--- src/rtl/tcd_pkg.sv ---
// Shared types and default timing for the linear-CCD driver.
// The package holds the FSM states, the sample width and the counter widths.
package tcd_pkg;
  typedef enum logic [2:0] {IDLE, ICG_PRE, SH_HI, ICG_POST, READOUT, DONE} tcd_state_e;

  localparam int SAMPLE_W = 12;
  localparam int PIX_W    = 12;
  localparam int CNT_W    = 16;

  localparam int DEF_FM_DIV   = 4;
  localparam int DEF_N_PIX    = 1100;
  localparam int DEF_T_ICG_SH = 20;
  localparam int DEF_SH_W     = 40;
  localparam int DEF_T_SH_ICG = 40;
endpackage

--- src/rtl/adc_capture.sv ---
// Per-pixel-slot ADC handshake: issues convst, captures the first idle-busy
// sample inside the capture window, stretches valid to 2 cycles, flags overruns.
module adc_capture import tcd_pkg::*; #(
  parameter int PIX_CLK = 32
) (
  input  logic                clk,
  input  logic                rst,
  input  logic                active,
  input  logic [CNT_W-1:0]    slot_cnt,
  input  logic                slot_start,
  input  logic                adc_busy,
  input  logic [SAMPLE_W-1:0] adc_data,
  output logic                adc_convst,
  output logic                adc_valid,
  output logic [SAMPLE_W-1:0] adc_value,
  output logic                overrun
);
  logic                in_win, take;
  logic                got_q, got_d;
  logic                ovr_q, ovr_d;
  logic                convst_q;
  logic [1:0]          vld_q, vld_d;
  logic [SAMPLE_W-1:0] value_q, value_d;

  // Last capture at PIX_CLK-3 leaves room for the 2-cycle valid inside the slot.
  always_comb begin
    in_win  = active && (slot_cnt >= CNT_W'(2)) && (slot_cnt <= CNT_W'(PIX_CLK - 3));
    take    = in_win && !got_q && !adc_busy;
    got_d   = (active && (slot_cnt != '0)) ? (got_q | take) : 1'b0;
    vld_d   = {vld_q[0], take};
    value_d = take ? adc_data : value_q;
    ovr_d   = ovr_q | (active && (slot_cnt == CNT_W'(PIX_CLK - 3)) && !got_q && !take);
  end

  always_ff @(posedge clk or posedge rst) begin
    if (rst) begin
      got_q    <= 1'b0;
      ovr_q    <= 1'b0;
      convst_q <= 1'b0;
      vld_q    <= '0;
      value_q  <= '0;
    end else begin
      got_q    <= got_d;
      ovr_q    <= ovr_d;
      convst_q <= slot_start;
      vld_q    <= vld_d;
      value_q  <= value_d;
    end
  end

  assign adc_convst = convst_q;
  assign adc_valid  = |vld_q;
  assign adc_value  = value_q;
  assign overrun    = ovr_q;
endmodule

--- src/rtl/tcd_drv.sv ---
// Linear CCD timing driver: free-running master clock, ICG/SH frame sequencing
// and per-pixel ADC readout slots.
module tcd_drv import tcd_pkg::*; #(
  parameter int FM_DIV   = DEF_FM_DIV,
  parameter int N_PIX    = DEF_N_PIX,
  parameter int T_ICG_SH = DEF_T_ICG_SH,
  parameter int SH_W     = DEF_SH_W,
  parameter int T_SH_ICG = DEF_T_SH_ICG,
  parameter int PIX_CLK  = 8 * FM_DIV
) (
  input  logic                clk,
  input  logic                rst,
  input  logic                start,
  output logic                tcd_fm,
  output logic                tcd_icg,
  output logic                tcd_sh,
  output logic                adc_convst,
  input  logic                adc_busy,
  input  logic [SAMPLE_W-1:0] adc_data,
  output logic                adc_valid,
  output logic [SAMPLE_W-1:0] adc_value,
  output logic                frame_done,
  output logic                overrun
);
  tcd_state_e       state_q, state_d;
  logic [CNT_W-1:0] cnt_q, cnt_d;
  logic [PIX_W-1:0] pix_q, pix_d;
  logic [CNT_W-1:0] fm_cnt_q, fm_cnt_d;
  logic             fm_q, fm_d;
  logic             icg_q, icg_d, sh_q, sh_d, done_q, done_d;
  logic             slot_start;

  always_comb begin
    fm_cnt_d = fm_cnt_q + CNT_W'(1);
    fm_d     = fm_q;
    if (fm_cnt_q == CNT_W'(FM_DIV - 1)) begin
      fm_cnt_d = '0;
      fm_d     = ~fm_q;
    end
  end

  always_comb begin
    state_d = state_q;
    cnt_d   = cnt_q + CNT_W'(1);
    pix_d   = pix_q;
    case (state_q)
      IDLE: begin
        cnt_d = '0;
        if (start) state_d = ICG_PRE;
      end
      ICG_PRE: if (cnt_q == CNT_W'(T_ICG_SH - 1)) begin
        state_d = SH_HI;
        cnt_d   = '0;
      end
      SH_HI: if (cnt_q == CNT_W'(SH_W - 1)) begin
        state_d = ICG_POST;
        cnt_d   = '0;
      end
      ICG_POST: if (cnt_q == CNT_W'(T_SH_ICG - 1)) begin
        state_d = READOUT;
        cnt_d   = '0;
        pix_d   = '0;
      end
      READOUT: if (cnt_q == CNT_W'(PIX_CLK - 1)) begin
        cnt_d = '0;
        if (pix_q == PIX_W'(N_PIX - 1)) state_d = DONE;
        else                            pix_d   = pix_q + PIX_W'(1);
      end
      DONE: begin
        cnt_d   = '0;
        state_d = start ? ICG_PRE : IDLE;
      end
      default: begin
        state_d = IDLE;
        cnt_d   = '0;
      end
    endcase
    // Outputs are registered from the next state so they change with the state.
    icg_d      = !(state_d inside {ICG_PRE, SH_HI, ICG_POST});
    sh_d       = (state_d == SH_HI);
    done_d     = (state_d == DONE);
    slot_start = (state_d == READOUT) && (cnt_d == '0);
  end

  always_ff @(posedge clk or posedge rst) begin
    if (rst) begin
      state_q  <= IDLE;
      cnt_q    <= '0;
      pix_q    <= '0;
      fm_cnt_q <= '0;
      fm_q     <= 1'b0;
      icg_q    <= 1'b1;
      sh_q     <= 1'b0;
      done_q   <= 1'b0;
    end else begin
      state_q  <= state_d;
      cnt_q    <= cnt_d;
      pix_q    <= pix_d;
      fm_cnt_q <= fm_cnt_d;
      fm_q     <= fm_d;
      icg_q    <= icg_d;
      sh_q     <= sh_d;
      done_q   <= done_d;
    end
  end

  adc_capture #(.PIX_CLK(PIX_CLK)) u_cap (
    .clk        (clk),
    .rst        (rst),
    .active     (state_q == READOUT),
    .slot_cnt   (cnt_q),
    .slot_start (slot_start),
    .adc_busy   (adc_busy),
    .adc_data   (adc_data),
    .adc_convst (adc_convst),
    .adc_valid  (adc_valid),
    .adc_value  (adc_value),
    .overrun    (overrun)
  );

  assign tcd_fm     = fm_q;
  assign tcd_icg    = icg_q;
  assign tcd_sh     = sh_q;
  assign frame_done = done_q;
endmodule

--- config.mk ---
export PLATFORM = sky130hd
export DESIGN_NAME = tcd_drv
export DESIGN_NICKNAME = d
export VERILOG_FILES = /design/src/rtl/tcd_pkg.sv /design/src/rtl/adc_capture.sv /design/src/rtl/tcd_drv.sv
export SDC_FILE = /design/constraint.sdc
export NUM_CORES = 1
export LEC_CHECK = 0
export ABC_CLOCK_PERIOD_IN_PS = 2800
export BUFFER_PORTS_ARGS = -buffer_cell sky130_fd_sc_hd__buf_2
export CORE_MARGIN = 3
export CORE_UTILIZATION = 50
export CTS_BUF_LIST = sky130_fd_sc_hd__clkbuf_4 sky130_fd_sc_hd__clkbuf_8 sky130_fd_sc_hd__clkbuf_16
export DETAILED_ROUTE_END_ITERATION = 8
export PLACE_DENSITY = 0.66
export SYNTH_ARGS = -nofsm -noshare
export SYNTH_HDL_FRONTEND = slang
export SYNTH_SLANG_ARGS = --single-unit
--- constraint.sdc ---
create_clock -name clk -period 2.8 [get_ports clk]
set_input_delay 0.28 -clock clk [delete_from_list [all_inputs] [get_ports clk]]
set_output_delay 0.28 -clock clk [all_outputs]
set_load 0.02 [all_outputs]
* Yosys cells after proc, flatten, opt, wreduce, memory -nomap -nowiden *
Index checks and enable logic that the tools add are counted.

cells by class
  add/subtract/negate cells = 3
  bitwise logic cells = 3
  reductions and logical operators = 21
  order comparisons = 2
  eq/ne operators = 19
  muxes and demuxes = 18

operators by type and width
  operator               number
  $mux 16                4
  $eq 16x5->1 const B    3
  $pmux 16 s3            1
  $mux 12                3
  $add 16x1->16 const B  2
  $pmux 12 s2            1
  $mux 3                 6
  $pmux 3 s6             1
  $eq 16x2->1 const B    1
  $eq 16x6->1 const B    1
  $ge 16x2->1 const B    1
  $le 16x5->1 const B    1
  $logic_not 16->1       1
  $reduce_bool 16->1     1
  $add 12x1->12 const B  1
  $eq 12x11->1 const B   1
  $eq 3x2->1 const B     4
  $eq 3x3->1 const B     4
  $logic_and 1x1->1      9
  $eq 3x1->1 const B     2
  $ne 2x2->1 const B     3
  $logic_not 1->1        4
  $reduce_and 4->1       1
  $reduce_or 2->1        2
  6 further kinds        8

word-level totals
  input bits = 16
  flip-flop bits (word level) = 68
  word-level logic and storage cells = 79

* Depth between registers and ports, before layout *
  depth in word-level cells = 8
  depth in mapped cells = 8

* Cells and area by module *
A second synthesis with hierarchy kept.

second synthesis, totals
  cell total of the unflattened synthesis = 332
  area, all modules = 3,563.4 µm²

by module, submodules not included
  module       cells an instance  times used  seq. area each (µm²)  area each (µm²)
  tcd_drv      282                1           1,277.5               2,772.7
  adc_capture  50                 1           425.4                 790.8

* Least setup slack after synthesis *
No wires, ideal clock.

  path kind = register to register
  start = register cnt_q[1]
  end = register pix_q[6]
  setup slack = 0.803 ns
  arrival time = 1.919 ns
  library setup time = 0.077 ns
  path buffers = 0
  stages on the path, launching flop included = 8
  clock period less this slack = 1.997 ns
  cell sequence = dfrtp_1 -> ha_1 -> and4_2 -> nand4_2 -> o22ai_4 -> nand3_4 -> or3_1 -> a21oi_1

between the ends
  word-level cells in the longest chain between the ends = 3
  elaborated cells on any way between the ends = 5

ends and longest elaborated chain
  item                                        RTL line                      text
  start, declared                             tcd_drv.sv:26                 logic [CNT_W-1:0] cnt_q, cnt_d;
  start signal, assigned                      tcd_drv.sv:97                 cnt_q <= cnt_d;
  $eq 16x5->1 or $eq 16x6->1 (tied branches)  tcd_drv.sv:64, tcd_drv.sv:59
  $ne 2x2->1 (no source line)                 n/a
  $reduce_and 4->1 (no source line) *         n/a
  end signal, assigned                        tcd_drv.sv:98                 pix_q <= pix_d;
  end, declared                               tcd_drv.sv:27                 logic [PIX_W-1:0] pix_q, pix_d;

Mark *: on every way between the ends. The rest lies on a longest branch, timed or not.
A chain may end at the register's enable or synchronous reset.

* Worst setup path after layout *
  start = register cnt_q[13]
  end = register u_cap.convst_q (netlist: u_cap.adc_convst)

between the ends
  word-level cells in the longest chain between the ends = 5
  elaborated cells on any way between the ends = 16

ends and longest elaborated chain
  item                                            RTL line           text
  $add 16x1->16 (tied with other cells)           tcd_drv.sv:44      cnt_d = cnt_q + CNT_W'(1);
  $mux 16 (tied with other cells)                 tcd_drv.sv:64      READOUT: if (cnt_q == CNT_W'(PIX_CLK - 1)) begin
  $pmux 16 s3 or $pmux 3 s6 (tied branches)       tcd_drv.sv:46      case (state_q)
  $logic_not 16->1 or $eq 3x3->1 (tied branches)  tcd_drv.sv:82      slot_start = (state_d == READOUT) && (cnt_d == '0);
  $logic_and 1x1->1 *                             tcd_drv.sv:82
  named net slot_start                            tcd_drv.sv:31      logic slot_start;
  end signal, assigned                            adc_capture.sv:45  convst_q <= slot_start;
  end, declared                                   adc_capture.sv:21  logic convst_q;

The timed path passes the listed nets; every way through them passes the cells marked *.

==> impl_metrics.toml <==
[floorplan]
die_w_um = 89.69
initial_core_util = 0.5332
die_area_sq_mm = 0.008044
num_rows = 29
core_sq_mm = 0.006568
io_pins = 35
fp.dieH_um = 89.69

[timing]
post-route-min-period_ns = 2.218
hold_viol_final = 0
fin_tns_setup_ns = 0
tightest_slew_ns = 0.6640
post-route-period-util = 0.7922
finClkSkew_ns = 0.007118
timing.final.max_slew_violations = 0
slew-limit-headroom = 0.5567
timing.fmax_ghz = 0.4508
setup_viol = 0
rsz0062_at_grt = "false"

[pwr]
power.density_mw_per_mm2 = 464.5
leakagePower_nw = 1.879
vdd_drop_max_mv = 0.3449

[cells_and_area]
layout_common_cells = "67 x dfrtp_1, 37 x nor2_1, 34 x buf_2, 24 x xor2_1, 23 x nand2_1"
diodes = 0
area_growth_pct = 12.40
layout_commonest_cell = "dfrtp_1"
stdcell_count = 460
nets = 386
drive_above_1_share = 0.2098

[placed_design]
post-place-cells = 444
io_buffers = 34
hpwl_um = 4675
gp_congestion = 0.8050

[cts]
cts_setup_buffers = 0
cts.clk_slew.worst_paths_ns = 0.08
htreeDepth = 3
ctsHoldBuffers = 0
ctsRootBufferMaster = "clkbuf_8"
clock_latency_ns = 0.34
cts_tree = "done"
cts.sinks = 68
cts_buffers = 9
clock_path_buffers = 2
cts-resized-gates = 0

[yosys]
syn_nets = 348
ys_seq_area_frac = 0.4862
synth-edff-count = 0
ys_warn_count = 0
synth_top_area_share = 0.4787
ys_seq_elements = 68
synthCells = 324
ys_top_cells_by_area = "dfrtp_1 48%, xor2_1 6.0%, xnor2_1 5.3%, nor2_1 4.0%, ha_1 2.9%"
synth_area_leader_cell = "dfrtp_1"
synth_cell_types = 55
async_reset_ff_frac = 1.000
synth_ff_type = "dfrtp_1"
syn_area_per_cell_sq_um = 10.81
synth_area_sq_mm = 0.003502

[worst_setup_path]
crit_path_end_kind = "flip-flop"
critical-path-max-stage-delay_ns = 0.55
worstSetupStartpointType = "flip-flop"
critical_path_class = "reg2reg"
cpLargestDelayFamily = "simple AND/OR/NAND/NOR gates"
cp_data_required_time_ns = 3.04
crit_arrival_ns = 2.46
path_buf_inv = 0
critPathSlowestCell = "or4_1"
cp_cell_sequence = "nor4_4 > nand4_4 > nor2_2 > nor2_1 > or4_1 > nor4_2"
critPathMaxFanout = 7

[global_routing]
grt_pass1_wl_um = 10850
track_usage = 0.1739
grt_pass1_vias = 2400
globalRouteOverflowTotal = 0
grt_max_degree = 38
grt_antenna_before_repair = 0

[run_status]
outcome = "completed"

[flow_run]
maxCapViolations = 0

[detailed_routing]
routed_wirelength_um = 6393
vias_per_cell = 5.291
wl_per_cell_um = 13.90
vias = 2434
ant_nets = 0
drt_iter0_markers = 91
drc = 0
firstDrtPassIters = 4

[worst_hold_path]
min-delay-path-class = "in2async"
[metal layers]
metal / vias up / GRT usage / share of wire
li1: 1220 / - / -
met1: 1161 / 0.2340 / 0.47
met2: 42 / 0.2733 / 0.47
met3: 11 / 0.03741 / 0.036
met4: 0 / 0.07172 / 0.017
met5: - / 0 / 0
[worst paths after layout]
| check | startpoint | to | slack [ns] | cells after the start |
|---|---|---|---|---|
| worst max-delay path | cnt_q[13]$_DFF_PP0_ | u_cap.adc_convst$_DFF_PP0_ | 0.58 | 6 |
| min in group clk | adc_data[7] | u_cap.adc_value[7]$_DFFE_PP0P_ | 0.15 | 2 |
| max in group asynchronous | rst | tcd_icg$_DFF_PP1_ | 2.07 | 3 |
| worst max register to register | cnt_q[13]$_DFF_PP0_ | u_cap.adc_convst$_DFF_PP0_ | 0.58 | 6 |
| worst min register to register | u_cap.vld_q[0]$_DFF_PP0_ | u_cap.vld_q[1]$_DFF_PP0_ | 0.37 | 0 |
| worst min-delay path | rst | u_cap.adc_value[9]$_DFFE_PP0P_ | 0.03 | 2 |
[cells in the mapped netlist, drive strengths merged (2+ instances only)]
| cell type | number |
|---|---|
| xor2 | 24 |
| ha | 8 |
| nor4b | 4 |
| dfrtp | 67 |
| nor3 | 8 |
| nand4 | 14 |
| and3 | 14 |
| or2 | 4 |
| inv | 8 |
| buf | 10 |
| nor4 | 8 |
| nor2b | 3 |
| and4 | 5 |
| xnor2 | 21 |
| mux2 | 12 |
| and2 | 4 |
| o21ai | 5 |
| nor2 | 38 |
| nand2 | 23 |
| a31oi | 2 |
| nand3 | 17 |
| a21oi | 4 |
[power by group]
part	internal [mW]	switching (mW)	total [mW]
logic	0.0118	0.0232	0.0351
clock network	0.415	0.395	0.811
registers	0.982	0.000622	0.983
total	1.41	0.419	1.83
[per-stage QoR]
step	total power, mW	util	instance area (sq um)	worst slack, ns	hold slack, ns
final	1.828	0.5994	3936	0.5819	0.02703
after floorplan	1.019	-	3502	0.8032	0.3461
after global placement	1.039	0.5691	3737	0.6522	0.3541
after detailed placement	1.039	0.5691	3737	0.6072	0.3604
after CTS	1.854	0.5994	3936	0.5784	0.04533
after global routing	1.908	0.5994	3936	0.3287	0.07316
[layout make-up]
type	count	area [sq um]
clock buffers	9	123.9
clock inverters	7	75.07
fillers	544	2631
inverters	8	30.03
multi-input cells	237	1675
flip-flops and latches	68	1703
well taps	93	116.4
repair buffers	38	212.7
[registers in the layout, summed over array words and instances, names as in the netlist, 2 cells and up]
signal           flops
cnt_q               16
fm_cnt_q            16
pix_q               12
state_q              3
u_cap.adc_value     12
u_cap.vld_q          2
[logic make-up after synthesis]
kind of cell	synth area share
muxes	0.04144
xor gates and xnor gates	0.1125
and+or+nand+nor	0.2454
buffers and inverters	0.03537
adders and majority gates	0.02858
DFF	0.4862
AOI/OAI and AO/OA	0.05038
[worst reg2reg max path: stages, from the launching register on]
cell and delay, ns:
dfrtp_1 0.50, nor4_4 0.47, nand4_4 0.22, nor2_2 0.15, nor2_1 0.10, or4_1 0.55
nor4_2 0.15
Note: power is estimated with default switching activity, not from simulation.
